`src/rtl/axi_switch_drain_pkg.sv`:
```
// Shared types for the AXI switch-drain quiesce stage: soft-reg map, AXI channel
// payloads, FSM state and counter sizing.
package axi_switch_drain_pkg;

    localparam int unsigned SR_ADDR_W  = 32;
    localparam int unsigned SR_DATA_W  = 64;
    localparam int unsigned AXI_ID_W   = 4;
    localparam int unsigned AXI_ADDR_W = 32;
    localparam int unsigned AXI_DATA_W = 64;
    localparam int unsigned AXI_STRB_W = AXI_DATA_W / 8;

    // Soft-register address map
    localparam logic [SR_ADDR_W-1:0] SR_ADDR_ID        = 32'h00;
    localparam logic [SR_ADDR_W-1:0] SR_ADDR_SCRATCH   = 32'h08;
    localparam logic [SR_ADDR_W-1:0] SR_ADDR_MUX_SEL   = 32'h10;
    localparam logic [SR_ADDR_W-1:0] SR_ADDR_DRAIN_REQ = 32'h18;

    typedef enum logic [1:0] {
        ST_PASS,
        ST_DRAIN,
        ST_ISSUE,
        ST_SETTLE
    } axi_drain_state_t;

    typedef struct packed {
        logic                 valid;
        logic                 is_write;
        logic [SR_ADDR_W-1:0] addr;
        logic [SR_DATA_W-1:0] data;
    } soft_reg_req_t;

    typedef struct packed {
        logic [AXI_ID_W-1:0]   id;
        logic [AXI_ADDR_W-1:0] addr;
        logic [7:0]            len;
        logic [2:0]            size;
        logic [1:0]            burst;
    } axi_ax_t;

    // Master-to-slave direction: address/write channels plus response readies
    typedef struct packed {
        logic                  ar_valid;
        axi_ax_t               ar;
        logic                  aw_valid;
        axi_ax_t               aw;
        logic                  w_valid;
        logic [AXI_DATA_W-1:0] w_data;
        logic [AXI_STRB_W-1:0] w_strb;
        logic                  w_last;
        logic                  r_ready;
        logic                  b_ready;
    } axi_req_t;

    // Slave-to-master direction: channel readies plus read/write responses
    typedef struct packed {
        logic                  ar_ready;
        logic                  aw_ready;
        logic                  w_ready;
        logic                  r_valid;
        logic [AXI_ID_W-1:0]   r_id;
        logic [AXI_DATA_W-1:0] r_data;
        logic [1:0]            r_resp;
        logic                  r_last;
        logic                  b_valid;
        logic [AXI_ID_W-1:0]   b_id;
        logic [1:0]            b_resp;
    } axi_rsp_t;

    function automatic int unsigned ctr_width(input int unsigned max_out);
        return $clog2(max_out) + 1;
    endfunction

endpackage

```
`src/rtl/axi_switch_drain_outstanding_ctr.sv`:
```
// Up/down outstanding-burst counter; holds at zero on underflow and at MAX_OUT on overflow.
module outstanding_ctr
    import axi_switch_drain_pkg::*;
#(
    parameter int unsigned MAX_OUT = 64
) (
    input  logic clk,
    input  logic rst,
    input  logic i_inc,
    input  logic i_dec,
    output logic o_at_max_c,
    output logic o_is_zero_c
);

    localparam int unsigned W = ctr_width(MAX_OUT);

    logic [W-1:0] r_count;

    always_ff @(posedge clk) begin
        if (rst) begin
            r_count <= '0;
        end else if (i_inc && !i_dec && !o_at_max_c) begin
            r_count <= r_count + W'(1);
        end else if (i_dec && !i_inc && !o_is_zero_c) begin
            r_count <= r_count - W'(1);
        end
    end

    assign o_at_max_c  = (r_count == W'(MAX_OUT));
    assign o_is_zero_c = (r_count == '0);

    a_no_underflow: assert property (@(posedge clk) disable iff (rst)
        !(i_dec && !i_inc && o_is_zero_c));

endmodule

```
`src/rtl/axi_switch_drain.sv`:
```
// Quiesces AXI traffic ahead of the 2x2 steering mux, then commits a new select
// through the mux soft register once nothing is in flight.
module axi_switch_drain
    import axi_switch_drain_pkg::*;
#(
    parameter logic [SR_ADDR_W-1:0] SR_ADDR       = SR_ADDR_DRAIN_REQ,
    parameter logic [SR_ADDR_W-1:0] MUX_SR_ADDR   = SR_ADDR_MUX_SEL,
    parameter int unsigned          MAX_OUT       = 64,
    parameter int unsigned          SETTLE_CYCLES = 2
) (
    input  logic          clk,
    input  logic          rst,
    input  soft_reg_req_t sr_req,
    output soft_reg_req_t sr_out,
    input  axi_req_t      axi_m_req,
    output axi_rsp_t      axi_m_rsp,
    output axi_req_t      axi_s_req,
    input  axi_rsp_t      axi_s_rsp,
    output logic          busy,
    output logic          sel
);

    localparam int unsigned CRED_W = ctr_width(MAX_OUT) + 1;
    localparam int unsigned SET_W  = (SETTLE_CYCLES > 1) ? $clog2(SETTLE_CYCLES) : 1;

    axi_drain_state_t   r_state;
    logic               r_req_sel;
    logic               r_pend;
    logic               r_sel;
    logic               r_busy;
    logic               r_w_mid;
    logic signed [CRED_W-1:0] r_wcred;
    logic [SET_W-1:0]   r_settle;
    soft_reg_req_t      r_sr_out;

    logic w_req, w_next_sel, w_drained;
    logic w_rd_at_max, w_rd_zero, w_wr_at_max, w_wr_zero;
    logic w_blk_ar, w_blk_aw, w_blk_w;
    logic w_ar_hs, w_aw_hs, w_w_hs, w_wlast_hs, w_rlast_hs, w_b_hs;
    logic w_cred_neg, w_cred_pos;
    logic w_unused_sr_data;

    assign w_req      = sr_req.valid && sr_req.is_write && (sr_req.addr == SR_ADDR);
    assign w_next_sel = w_req ? sr_req.data[0] : r_req_sel;
    assign w_unused_sr_data = ^sr_req.data[SR_DATA_W-1:1];

    assign w_cred_neg = r_wcred[CRED_W-1];
    assign w_cred_pos = !r_wcred[CRED_W-1] && (r_wcred != '0);
    assign w_drained  = w_rd_zero && w_wr_zero && (r_wcred == '0) && !r_w_mid;

    // Channel gating: saturation always applies, drain rules outside PASS
    always_comb begin
        w_blk_ar = w_rd_at_max || (r_state != ST_PASS);
        w_blk_aw = w_wr_at_max;
        w_blk_w  = 1'b0;
        case (r_state)
            ST_DRAIN: begin
                if (!w_cred_neg)              w_blk_aw = 1'b1;
                if (!r_w_mid && !w_cred_pos)  w_blk_w  = 1'b1;
            end
            ST_ISSUE, ST_SETTLE: begin
                w_blk_aw = 1'b1;
                w_blk_w  = 1'b1;
            end
            default: ;
        endcase
    end

    always_comb begin
        axi_s_req          = axi_m_req;
        axi_s_req.ar_valid = axi_m_req.ar_valid && !w_blk_ar;
        axi_s_req.aw_valid = axi_m_req.aw_valid && !w_blk_aw;
        axi_s_req.w_valid  = axi_m_req.w_valid  && !w_blk_w;
        axi_m_rsp          = axi_s_rsp;
        axi_m_rsp.ar_ready = axi_s_rsp.ar_ready && !w_blk_ar;
        axi_m_rsp.aw_ready = axi_s_rsp.aw_ready && !w_blk_aw;
        axi_m_rsp.w_ready  = axi_s_rsp.w_ready  && !w_blk_w;
    end

    assign w_ar_hs    = axi_s_req.ar_valid && axi_s_rsp.ar_ready;
    assign w_aw_hs    = axi_s_req.aw_valid && axi_s_rsp.aw_ready;
    assign w_w_hs     = axi_s_req.w_valid  && axi_s_rsp.w_ready;
    assign w_wlast_hs = w_w_hs && axi_s_req.w_last;
    assign w_rlast_hs = axi_s_rsp.r_valid && axi_m_req.r_ready && axi_s_rsp.r_last;
    assign w_b_hs     = axi_s_rsp.b_valid && axi_m_req.b_ready;

    outstanding_ctr #(.MAX_OUT(MAX_OUT)) u_rd_ctr (
        .clk         (clk),
        .rst         (rst),
        .i_inc       (w_ar_hs),
        .i_dec       (w_rlast_hs),
        .o_at_max_c  (w_rd_at_max),
        .o_is_zero_c (w_rd_zero)
    );

    outstanding_ctr #(.MAX_OUT(MAX_OUT)) u_wr_ctr (
        .clk         (clk),
        .rst         (rst),
        .i_inc       (w_aw_hs),
        .i_dec       (w_b_hs),
        .o_at_max_c  (w_wr_at_max),
        .o_is_zero_c (w_wr_zero)
    );

    // Write-data credit (AW minus completed W bursts) and mid-burst tracking
    always_ff @(posedge clk) begin
        if (rst) begin
            r_wcred <= '0;
            r_w_mid <= 1'b0;
        end else begin
            if (w_aw_hs && !w_wlast_hs)      r_wcred <= r_wcred + CRED_W'(1);
            else if (!w_aw_hs && w_wlast_hs) r_wcred <= r_wcred - CRED_W'(1);
            if (w_w_hs)                      r_w_mid <= !axi_s_req.w_last;
        end
    end

    // Switch FSM; the select value is captured into sr_out on DRAIN exit so a
    // request landing in that same cycle still wins.
    always_ff @(posedge clk) begin
        if (rst) begin
            r_state   <= ST_PASS;
            r_req_sel <= 1'b1;
            r_pend    <= 1'b0;
            r_sel     <= 1'b1;
            r_busy    <= 1'b0;
            r_settle  <= '0;
            r_sr_out  <= '0;
        end else begin
            r_sr_out <= '0;
            if (w_req) begin
                r_req_sel <= sr_req.data[0];
                r_pend    <= 1'b1;
            end
            case (r_state)
                ST_PASS: begin
                    if (w_req) begin
                        r_state <= ST_DRAIN;
                        r_busy  <= 1'b1;
                    end
                end
                ST_DRAIN: begin
                    if (w_drained) begin
                        r_state           <= ST_ISSUE;
                        r_pend            <= 1'b0;
                        r_sr_out.valid    <= 1'b1;
                        r_sr_out.is_write <= 1'b1;
                        r_sr_out.addr     <= MUX_SR_ADDR;
                        r_sr_out.data     <= SR_DATA_W'(w_next_sel);
                    end
                end
                ST_ISSUE: begin
                    r_sel    <= r_sr_out.data[0];
                    r_state  <= ST_SETTLE;
                    r_settle <= SET_W'(SETTLE_CYCLES - 1);
                end
                ST_SETTLE: begin
                    if (r_settle == '0) begin
                        if (r_pend || w_req) begin
                            r_state <= ST_DRAIN;
                        end else begin
                            r_state <= ST_PASS;
                            r_busy  <= 1'b0;
                        end
                    end else begin
                        r_settle <= r_settle - SET_W'(1);
                    end
                end
                default: begin
                    r_state <= ST_PASS;
                    r_busy  <= 1'b0;
                end
            endcase
        end
    end

    assign sr_out = r_sr_out;
    assign busy   = r_busy;
    assign sel    = r_sel;

endmodule

```
`config.mk`:
```
export PLATFORM = sky130hd
export DESIGN_NAME = axi_switch_drain
export DESIGN_NICKNAME = d
export VERILOG_FILES = /design/src/rtl/axi_switch_drain_pkg.sv /design/src/rtl/axi_switch_drain_outstanding_ctr.sv /design/src/rtl/axi_switch_drain.sv
export SDC_FILE = /design/constraint.sdc
export NUM_CORES = 1
export LEC_CHECK = 0
export ABC_AREA = 0
export BUFFER_PORTS_ARGS = -buffer_cell sky130_fd_sc_hd__buf_2
export CAP_MARGIN = 20
export CORE_AREA = 2 2 277 279
export DETAILED_ROUTE_END_ITERATION = 7
export DIE_AREA = 0 0 279 281
export SYNTH_ARGS = -nofsm -noshare
export SYNTH_HDL_FRONTEND = slang
export SYNTH_SLANG_ARGS = --single-unit
```
`constraint.sdc`:
```
create_clock -name clk -period 4.6 [get_ports clk]
set_clock_uncertainty 0.1 [all_clocks]
set_input_delay 0.92 -clock clk [delete_from_list [all_inputs] [get_ports clk]]
set_output_delay 0.92 -clock clk [all_outputs]
set_load 0.02 [all_outputs]
```
Word-level counts from Yosys, hierarchy flattened. Index checks and enable logic that the tools add are counted.

Add/sub/neg operators: 7. Equal/unequal tests: 10. Multiplexer cells: 26. Bitwise logic cells: 2. Reductions and logical operators: 64.

Operator list (number): $mux 98 (1); $eq 32x5->1 const B (1); $logic_and 1x1->1 (30); $mux 7 (4); $logic_not 1->1 (16); $mux 8 (2); $add 7x1->7 const B (2); $eq 7x7->1 const B (2); $logic_not 7->1 (2); $sub 7x1->7 const B (2); $reduce_bool 2->1 (6); $mux 1 (11); $add 8x2->8 const B (1); $logic_not 8->1 (1); $ne 2x2->1 const B (4); $pmux 1 s2 (4); $pmux 2 s4 (1); $reduce_bool 8->1 (1); $sub 8x2->8 const B (1); $mux 2 (3); $eq 2x2->1 const B (2); $reduce_and 4->1 (1); $reduce_or 2->1 (2); $reduce_and 3->1 (1); other kinds (6) (8).

Flip-flop bits (word level): 128. Bits of input ports: 358. Output and inout bits: 358. Logic and storage cells: 124.

Depth between registers and ports, before layout. Gate-level depths: netlist (run 1).

Depth in word-level cells: 13. Depth in mapped cells: 14. Depth with buffers taken out: 14.

By module. From an unflattened synthesis (run 1), not the netlist that was laid out.

Cell total of the unflattened synthesis: 621. Area total of the unflattened synthesis: 5003.5 µm².

Modules (own cells, without submodules): axi_switch_drain (times used 1, cells each 503, area each 3930.0 µm², sequential area each 360.3 µm²); outstanding_ctr (times used 2, cells each 59, area each 536.8 µm², sequential area each 140.1 µm²).

Worst setup path after synthesis (run 1). Ideal clock, no wire load.

Kind: input port to flip-flop. From: in axi_s_rsp[6] (netlist name). To: reg u_wr_ctr.r_count[6]. Library setup time: 86 ps. Arrival time: 3129 ps. Data required time: 4414 ps. Path slack: 1285 ps. Stages on the path: 11. Path buffers: 1. Path through: and2_1 > nor2_1 > and3_4 > buf_6 > nand2_1 > fa_1 > a211oi_1 > o21bai_1 > a21o_1 > a32o_1 > a221oi_2.

Cells in the longest elaborated chain, start to end: 5. Elaborated cells between the ends (all ways): 8. Classes of those cells: mux (1); reduce/logical (7).

RTL lines: from (decl) (RTL line axi_switch_drain.sv:18) `input axi_rsp_t axi_s_rsp,`; $logic_and 1x1->1 (*) (RTL line axi_switch_drain.sv:85) `assign w_b_hs = axi_s_rsp.b_valid && axi_m_req.b_ready;`; $logic_not 1->1 (RTL line axi_switch_drain_outstanding_ctr.sv:22) `end else if (i_inc && !i_dec && !o_at_max_c) begin`; $logic_and 1x1->1 (2 in a row) (RTL line axi_switch_drain_outstanding_ctr.sv:22); $mux 7 or $reduce_bool 2->1 (tied branches); to (signal assigned) (RTL line axi_switch_drain_outstanding_ctr.sv:23) `r_count <= r_count + W'(1);`; to (signal assigned) (RTL line axi_switch_drain_outstanding_ctr.sv:25) `r_count <= r_count - W'(1);`; to (decl) (RTL line axi_switch_drain_outstanding_ctr.sv:17) `logic [W-1:0] r_count;`.

Mark *: on every way between the ends. The rest lies on a longest branch, timed or not. A chain may end at the register's enable or synchronous reset.

Final worst setup path (run 1).
From: reg r_state[0]. To: reg u_wr_ctr.r_count[6].

Cells in the longest elaborated chain, start to end: 10. Elaborated cells between the ends (all ways): 15. Classes of those cells: eq/ne (3); mux (2); reduce/logical (10).

RTL lines: from (decl) (RTL line axi_switch_drain.sv:26) `axi_drain_state_t r_state;`; from (signal assigned) (RTL line axi_switch_drain.sv:121) `r_state <= ST_PASS;`; from (signal assigned) (RTL line axi_switch_drain.sv:137) `r_state <= ST_DRAIN;`; from (signal assigned) (RTL line axi_switch_drain.sv:143) `r_state <= ST_ISSUE;`; $eq 2x2->1 (RTL line axi_switch_drain.sv:56) `case (r_state)`; $reduce_or 2->1 (RTL line axi_switch_drain.sv:56); $pmux 1 s2 (*) (RTL line axi_switch_drain.sv:56); $logic_not 1->1 (*) (RTL line axi_switch_drain.sv:72) `axi_s_req.aw_valid = axi_m_req.aw_valid && !w_blk_aw;`; $logic_and 1x1->1 (*) (RTL line axi_switch_drain.sv:72); $logic_and 1x1->1 (*) (RTL line axi_switch_drain.sv:81) `assign w_aw_hs = axi_s_req.aw_valid && axi_s_rsp.aw_ready;`; $logic_not 1->1 (RTL line axi_switch_drain_outstanding_ctr.sv:24) `end else if (i_dec && !i_inc && !o_is_zero_c) begin`; $logic_and 1x1->1 (2 in a row) (RTL line axi_switch_drain_outstanding_ctr.sv:24); $reduce_bool 2->1 (no source line).

Marks and branches as above.

==> qor.yml, run 1 <==
status: "complete, no violations"
synth_top_family_by_area: "buffers and inverters"
io_buffers: 66
cts_buffer_depth: 2
cp_slowest_cell: "fa_1"
numCtsBuffers: 5
final_layout_size_suffix_gt1_frac: 0.1863
rows: 101
cts_root_buffer: "clkbuf_16"
routedWlPerCell_microns: 11.71
ff2ff_path_depth: 12
grt_pass1_vias: 2738
fmax_ghz: 0.2791
holdPathEnd: "sel$_SDFFE_PP1P_"
crit_chain: "inv_1 > ha_1 > nor2_1 > a21o_1 > and3_4 > nand2_1 > fa_1 > a211oi_1 > o21bai_1 > a21o_1 > a32o_1 > a221oi_2"
period_needed_ns: 3.584
crit_cells: 12
area_growth_pct: -10.87
multiInputGateArea_sq_um: 2146
cpPeakStageDelay_ns: 0.47
worstPathRequired_ns: 4.70
relSlewSlack: 0.5721
syn_area_per_cell_sq_um: 7.879
arrival_ns: 3.69
grt_max_degree: 24
final_max_slew_viol_count: 0
setup_slack_ns: 1.017
synth-xor-area-share: 0.01873
drtAntennaViolNets: 0
r2r_end: "u_wr_ctr.r_count[6]$_SDFFE_PP0P_"
wirelength_microns: 16930
drtIter0Drc: 74
cpMostUsedCell: "a21o_1"
die_y_microns: 281
holdBufCountCts: 0
synth-simple-area-share: 0.1325
gp_congestion: 0.7534
overflow: 0
r2r_slack_ns: 1.02
n_fill_cell: 8891
hold_violations: 0
vias_per_cell: 2.181
fin_crit_sh: 0.7790
synthDistinctLibCells: 58
synth-seq-cells: 32
crit_family: "compound AO/OA/AOI/OAI gates"
maxCapViolCount: 0
path_buf_inv: 1
seq_area_sq_um: 640.6
path_clk_slew_ns: 0.06
start_util: 0.06820
worst_pin_slew_ns: 0.6370
setup_tns_ns: 0
async_flop_share: 0
coreArea_sq_um: 75440
cp-start-kind: "flop"
r2r_start: "r_state[0]$_SDFFE_PP0P_"
rsz0062_at_grt: "no"
hold_depth: 2
synth_compound_area_frac: 0.1060
layout.nets: 848
grt.total_usage: 0.04005
p_leak_nw: 1.680
die_w_microns: 279
clock_latency_ns: 0.30
cts_tree: "built"
post_cts_resized: 0
antenna_found_initial: 4
h-tree-depth: 2
ys.flop_type: "dfxtp_1"
min_path_type: "reg -> reg"
synth_edf_count: 0
critical_path.endpoint_type: "flop"
ys_warn_count: 0
netlist_area_sq_um: 5145
timing.setup.critical_path_class: "reg -> reg"
post-place-ws_ns: 0.8917
grt_first_pass_wirelength_microns: 20980
cts_setup_buffers: 0
synth_mux_area_frac: 0.02845
cts_sinks: 32
first_pass_iters: 4
final_cell_mix: "94 x conb_1, 66 x buf_2, 32 x dfxtp_1, 26 x nor2_1, 26 x nand2_1"
power_density_nw_per_um2: 360.9
final_common_cell: "conb_1"
die-area_sq_um: 78400
ir_worst_vdd_mv: 0.1242
synth_fa_ha_area_frac: 0.06274
syn_inst: 653
drc: 0
vias: 3154
setup_violations: 0
hpwlAfterDp_microns: 14340
ioPinCount: 716
seq_area_frac_synth: 0.1245
holdCritStartpoint: "sel$_SDFFE_PP1P_"
critical_path.max_fanout: 7
-- worst max path at each step --
stage                       startpoint                                to  slack [ns]
2_1_floorplan             axi_s_rsp[6]  u_wr_ctr.r_count[6]$_SDFFE_PP0P_        1.28
3_3_place_gp             axi_s_rsp[79]           r_wcred[7]$_SDFFE_PP0P_        0.92
3_5_place_dp             axi_s_rsp[79]           r_wcred[7]$_SDFFE_PP0P_        0.89
4_1_cts        r_state[0]$_SDFFE_PP0P_  u_wr_ctr.r_count[6]$_SDFFE_PP0P_        1.03
5_1_grt        r_state[0]$_SDFFE_PP0P_           r_wcred[7]$_SDFFE_PP0P_        0.71
6_report       r_state[0]$_SDFFE_PP0P_  u_wr_ctr.r_count[6]$_SDFFE_PP0P_        1.02
-- layout make-up --
cell class / instances / area share
flip-flops and latches: 32 / 0.1397
diodes: 1 / 0.0005457
clock inverters: 2 / 0.007640
clock buffers: 6 / 0.02810
inverters: 15 / 0.01228
well taps: 978 / 0.2668
repair buffers: 69 / 0.07694
multi-input cells: 343 / 0.4679
-- through the flow --
| step | power, mW | hold slack, ns | utilization | std cells | cell area (sq um) |
|---|---|---|---|---|---|
| 3_5_place_dp | 1.229 | 0.3518 | 0.05858 | 1437 | 4419 |
| 2_1_floorplan | 1.435 | 0.3384 | - | 746 | 5494 |
| 4_1_cts | 1.668 | 0.3691 | 0.06075 | 1445 | 4583 |
| 5_1_grt | 1.802 | 0.3961 | 0.06075 | 1445 | 4583 |
| 3_3_place_gp | 1.219 | 0.3526 | 0.05858 | 1437 | 4419 |
| 6_report | 1.655 | 0.3639 | 0.06078 | 1446 | 4586 |
-- synth_stat cells, types with 7 or more instances --
cell / number / share of area
nor4_1: 9 / 0.011
inv_1: 15 / 0.011
nand2_1: 26 / 0.019
mux2i_1: 9 / 0.018
nor3_1: 9 / 0.0088
a21oi_1: 16 / 0.016
ha_1: 21 / 0.051
xnor2_1: 7 / 0.012
nand3_1: 11 / 0.011
nor2_1: 26 / 0.019
a211oi_1: 9 / 0.013
dfxtp_1: 32 / 0.12
nor2b_1: 7 / 0.0085
buf_4: 348 / 0.51
and2_1: 8 / 0.0097
and3_1: 7 / 0.0085
o21ai_0: 7 / 0.0068
a21o_1: 7 / 0.010
-- state kept, by name, indices dropped and copies added, names as in the netlist --
register and flops:
r_wcred 8, u_rd_ctr.r_count 7, u_wr_ctr.r_count 7, r_state 2, sr_out 2, busy 1
r_pend 1, r_req_sel 1, r_settle 1, r_w_mid 1, sel 1
-- logic make-up after synthesis --
logic type,after synthesis
buf+inv,371
simple gates,125
compound gates,75
flops,32
fa+ha+maj,24
mux,14
xor+xnor,11
other cells,1
-- worst reg2reg max path: stages, from the launching register on --
cell and delay, ns:
dfxtp_1 0.43, inv_1 0.11, ha_1 0.26, nor2_1 0.22
a21o_1 0.26, and3_4 0.27, nand2_1 0.19, fa_1 0.47
a211oi_1 0.33, o21bai_1 0.14, a21o_1 0.21, a32o_1 0.27
a221oi_2 0.25
-- layer usage --
layer | share of wire | routed length [microns] | vias to the layer above | GRT usage
met4 | 0.11 | 1864 | 0 | 0.04218
met1 | 0.35 | 5846 | 1293 | 0.03713
met3 | 0.16 | 2629 | 167 | 0.03026
met2 | 0.39 | 6594 | 326 | 0.05442
met5 | 0 | 0 | - | 0
li1 | - | - | 1368 | -
-- power by group --
group	internal (mW)	total (mW)	switching, mW
Sequential	0.334	0.407	0.0724
Combinational	0.343	0.819	0.476
Clock	0.256	0.430	0.173
Note: power is estimated with default switching activity, not from simulation.
==> inputs of run 2 (changes only) <==
==> constraint.sdc (replaced) <==
create_clock -name clk -period 3.5 [get_ports clk]
set_clock_uncertainty 0.1 [all_clocks]
set_input_delay 0.7 -clock clk [delete_from_list [all_inputs] [get_ports clk]]
set_output_delay 0.7 -clock clk [all_outputs]
set_load 0.02 [all_outputs]
==> qor.yml, run 2 (synthesized netlist as in run 1, its figures left out) <==
power.internal_mw: 1.264  # was 933.5 uW
hold_depth: 2  # unchanged
drtIter0Drc: 91  # was 74
layout.nets: 867  # was 848
drtAntennaViolNets: 0  # unchanged
holdCritStartpoint: "sel$_SDFFE_PP1P_"  # unchanged
drc: 0  # unchanged
hpwlAfterDp_microns: 14490  # was 14,340 microns
cts_setup_buffers: 0  # unchanged
ir_worst_vdd_mv: 0.1811  # was 0.1242 mV
first_pass_iters: 5  # was 4
busiest_layer: "met2"  # unchanged
grt.total_usage: 0.04023  # was 0.04005
maxCapViolCount: 0  # unchanged
die_w_microns: 279  # unchanged
die-area_sq_um: 78400  # unchanged
holdPathEnd: "sel$_SDFFE_PP1P_"  # unchanged
post_cts_resized: 0  # unchanged
power.total_mw: 2.188  # was 1.655 mW
area_growth_pct: -7.806  # was -10.87%
clkPwrFrac: 0.246  # was 0.260
critical_path.endpoint_type: "flop"  # unchanged
p_comb_frac: 0.510  # was 0.495
cts_root_buffer: "clkbuf_16"  # unchanged
holdBufCountCts: 0  # unchanged
vias: 3230  # was 3,154
clock_latency_ns: 0.29  # was 0.30 ns
ioPinCount: 716  # unchanged
cts_buffer_depth: 2  # unchanged
status: "complete, no violations"  # unchanged
routedWlPerCell_microns: 11.52  # was 11.71 microns
final_cell_mix: "94 x conb_1, 66 x buf_2, 32 x dfxtp_1, 26 x nor2_1, 26 x nand2_1"  # unchanged
hold_violations: 0  # unchanged
die_y_microns: 281  # unchanged
min_path_type: "reg -> reg"  # unchanged
cts_sinks: 32  # unchanged
p_seq_frac: 0.243  # was 0.246
antenna_found_initial: 5  # was 4
grt_pass1_vias: 2793  # was 2,738
grtUsageMet1: 0.03719  # was 0.03713
io_buffers: 66  # unchanged
regMostFlops: "r_wcred"  # unchanged
wirelength_microns: 16890  # was 16,930 microns
arrival_ns: 3.30  # was 3.69 ns
timing.setup.critical_path_class: "reg -> reg"  # unchanged
path_clk_slew_ns: 0.06  # about the same
p_leak_nw: 1.777  # was 1.680 nW
h-tree-depth: 2  # unchanged
start_util: 0.06820  # unchanged
n_fill_cell: 8846  # was 8,891
ff2ff_path_depth: 12  # unchanged
fmax_ghz: 0.3124  # was 0.2791 GHz
power_density_nw_per_um2: 461.2  # was 360.9 nW/um^2
sw_frac_of_total: 0.4222  # was 0.4359
largest_register_ff_count: 8  # unchanged
cts_tree: "built"  # unchanged
coreArea_sq_um: 75440  # unchanged
p_sw_uw: 923.7  # was 721.3 uW
grt_first_pass_wirelength_microns: 21270  # was 20,980 microns
reg_top3: "r_wcred: 8 flops, u_rd_ctr.r_count: 7 flops, u_wr_ctr.r_count: 7 flops"  # unchanged
grt_max_degree: 27  # was 24
worst_pin_slew_ns: 0.6679  # was 0.6370 ns
fin_crit_sh: 0.9145  # was 0.7790
period_needed_ns: 3.201  # was 3.584 ns
vias_per_cell: 2.203  # was 2.181
r2r_slack_ns: 0.30  # was 1.02 ns
final_max_slew_viol_count: 0  # unchanged
gp_congestion: 0.7217  # was 0.7534
worstPathRequired_ns: 3.60  # was 4.70 ns
numCtsBuffers: 5  # unchanged
final_common_cell: "conb_1"  # unchanged
critical_path.max_fanout: 4  # was 7
final_layout_size_suffix_gt1_frac: 0.2202  # was 0.1863
gr-usage-met3: 0.03068  # was 0.03026
overflow: 0  # unchanged
setup_violations: 0  # unchanged
r2r_start: "r_state[1]$_SDFFE_PP0P_"  # was r_state[0]$_SDFFE_PP0P_
r2r_end: "u_wr_ctr.r_count[6]$_SDFFE_PP0P_"  # unchanged
rows: 101  # unchanged
relSlewSlack: 0.5547  # was 0.5721
rsz0062_at_grt: "no"  # unchanged
setup_tns_ns: 0  # unchanged
cp-start-kind: "flop"  # unchanged
grt_use_met2: 0.05448  # was 0.05442
## run 2: cell types whose count changed in the layout (fill, tap and decap cells not counted)
cell,previous run,this run
inv_1,15,14
buf_12,0,1
inv_2,0,1
diode_2,1,2
buf_4,3,21
## run 2: per-layer routing
metal	share of wire	wire, microns
met4	0.11	1861
met2	0.40	6723
met3	0.18	3012
met1	0.31	5276
met5	0.00077	13
## run 2: through the flow
step	cell area (sq um)	setup WS, ns	hold WS, ns	util	instances
floorplan	5494	0.3079	0.3384	-	746
global placement	4574	0.1196	0.3540	0.06063	1456
detailed placement	4574	0.1162	0.3579	0.06063	1456
CTS	4738	0.1855	0.3761	0.06281	1464
global route	4738	0.06000	0.3971	0.06281	1464
finish	4743	0.2994	0.3720	0.06287	1466
## run 2: area by class of cell
type	count	area, sq um	area share
clock buffers	6	128.9	0.02717
repair buffers	88	508.0	0.1071
multi-input cells	343	2146	0.4524
well taps	978	1224	0.2580
flip-flops and latches	32	640.6	0.1351
inverters	15	56.30	0.01187
diodes	2	5.005	0.001055
clock inverters	2	35.03	0.007386
## run 2: worst max-delay path by stage
stage                     slack [ns]  cells after the start                               end                    start
final                           0.30                     12  u_wr_ctr.r_count[6]$_SDFFE_PP0P_  r_state[1]$_SDFFE_PP0P_
after global routing            0.06                     14           r_wcred[7]$_SDFFE_PP0P_  r_state[0]$_SDFFE_PP0P_
after CTS                       0.19                     13           r_wcred[7]$_SDFFE_PP0P_  r_state[0]$_SDFFE_PP0P_
after detailed placement        0.12                     11           r_wcred[7]$_SDFFE_PP0P_            axi_s_rsp[79]
after global placement          0.12                     11           r_wcred[7]$_SDFFE_PP0P_            axi_s_rsp[79]
after floorplan                 0.31                     13  u_wr_ctr.r_count[6]$_SDFFE_PP0P_  r_state[0]$_SDFFE_PP0P_
## run 2: critical path: stages (launching register included)
cell      delay (ns)
dfxtp_1         0.39
inv_1           0.10
ha_1            0.25
o21a_1          0.24
nand3_4         0.09
and3_4          0.19
nand2_1         0.11
fa_1            0.44
a211oi_1        0.34
o21bai_1        0.15
a21o_1          0.21
a32o_1          0.26
a221oi_2        0.24
## run 2: power groups by stage
stage          combinational (mW)  clock, mW  sequential, mW
6_report                     1.12      0.539           0.533
5_1_grt                      1.26      0.582           0.550
4_1_cts                      1.12      0.560           0.535
3_5_place_dp                 1.12          0           0.543
3_3_place_gp                 1.11          0           0.542
2_1_floorplan                1.37          0           0.515
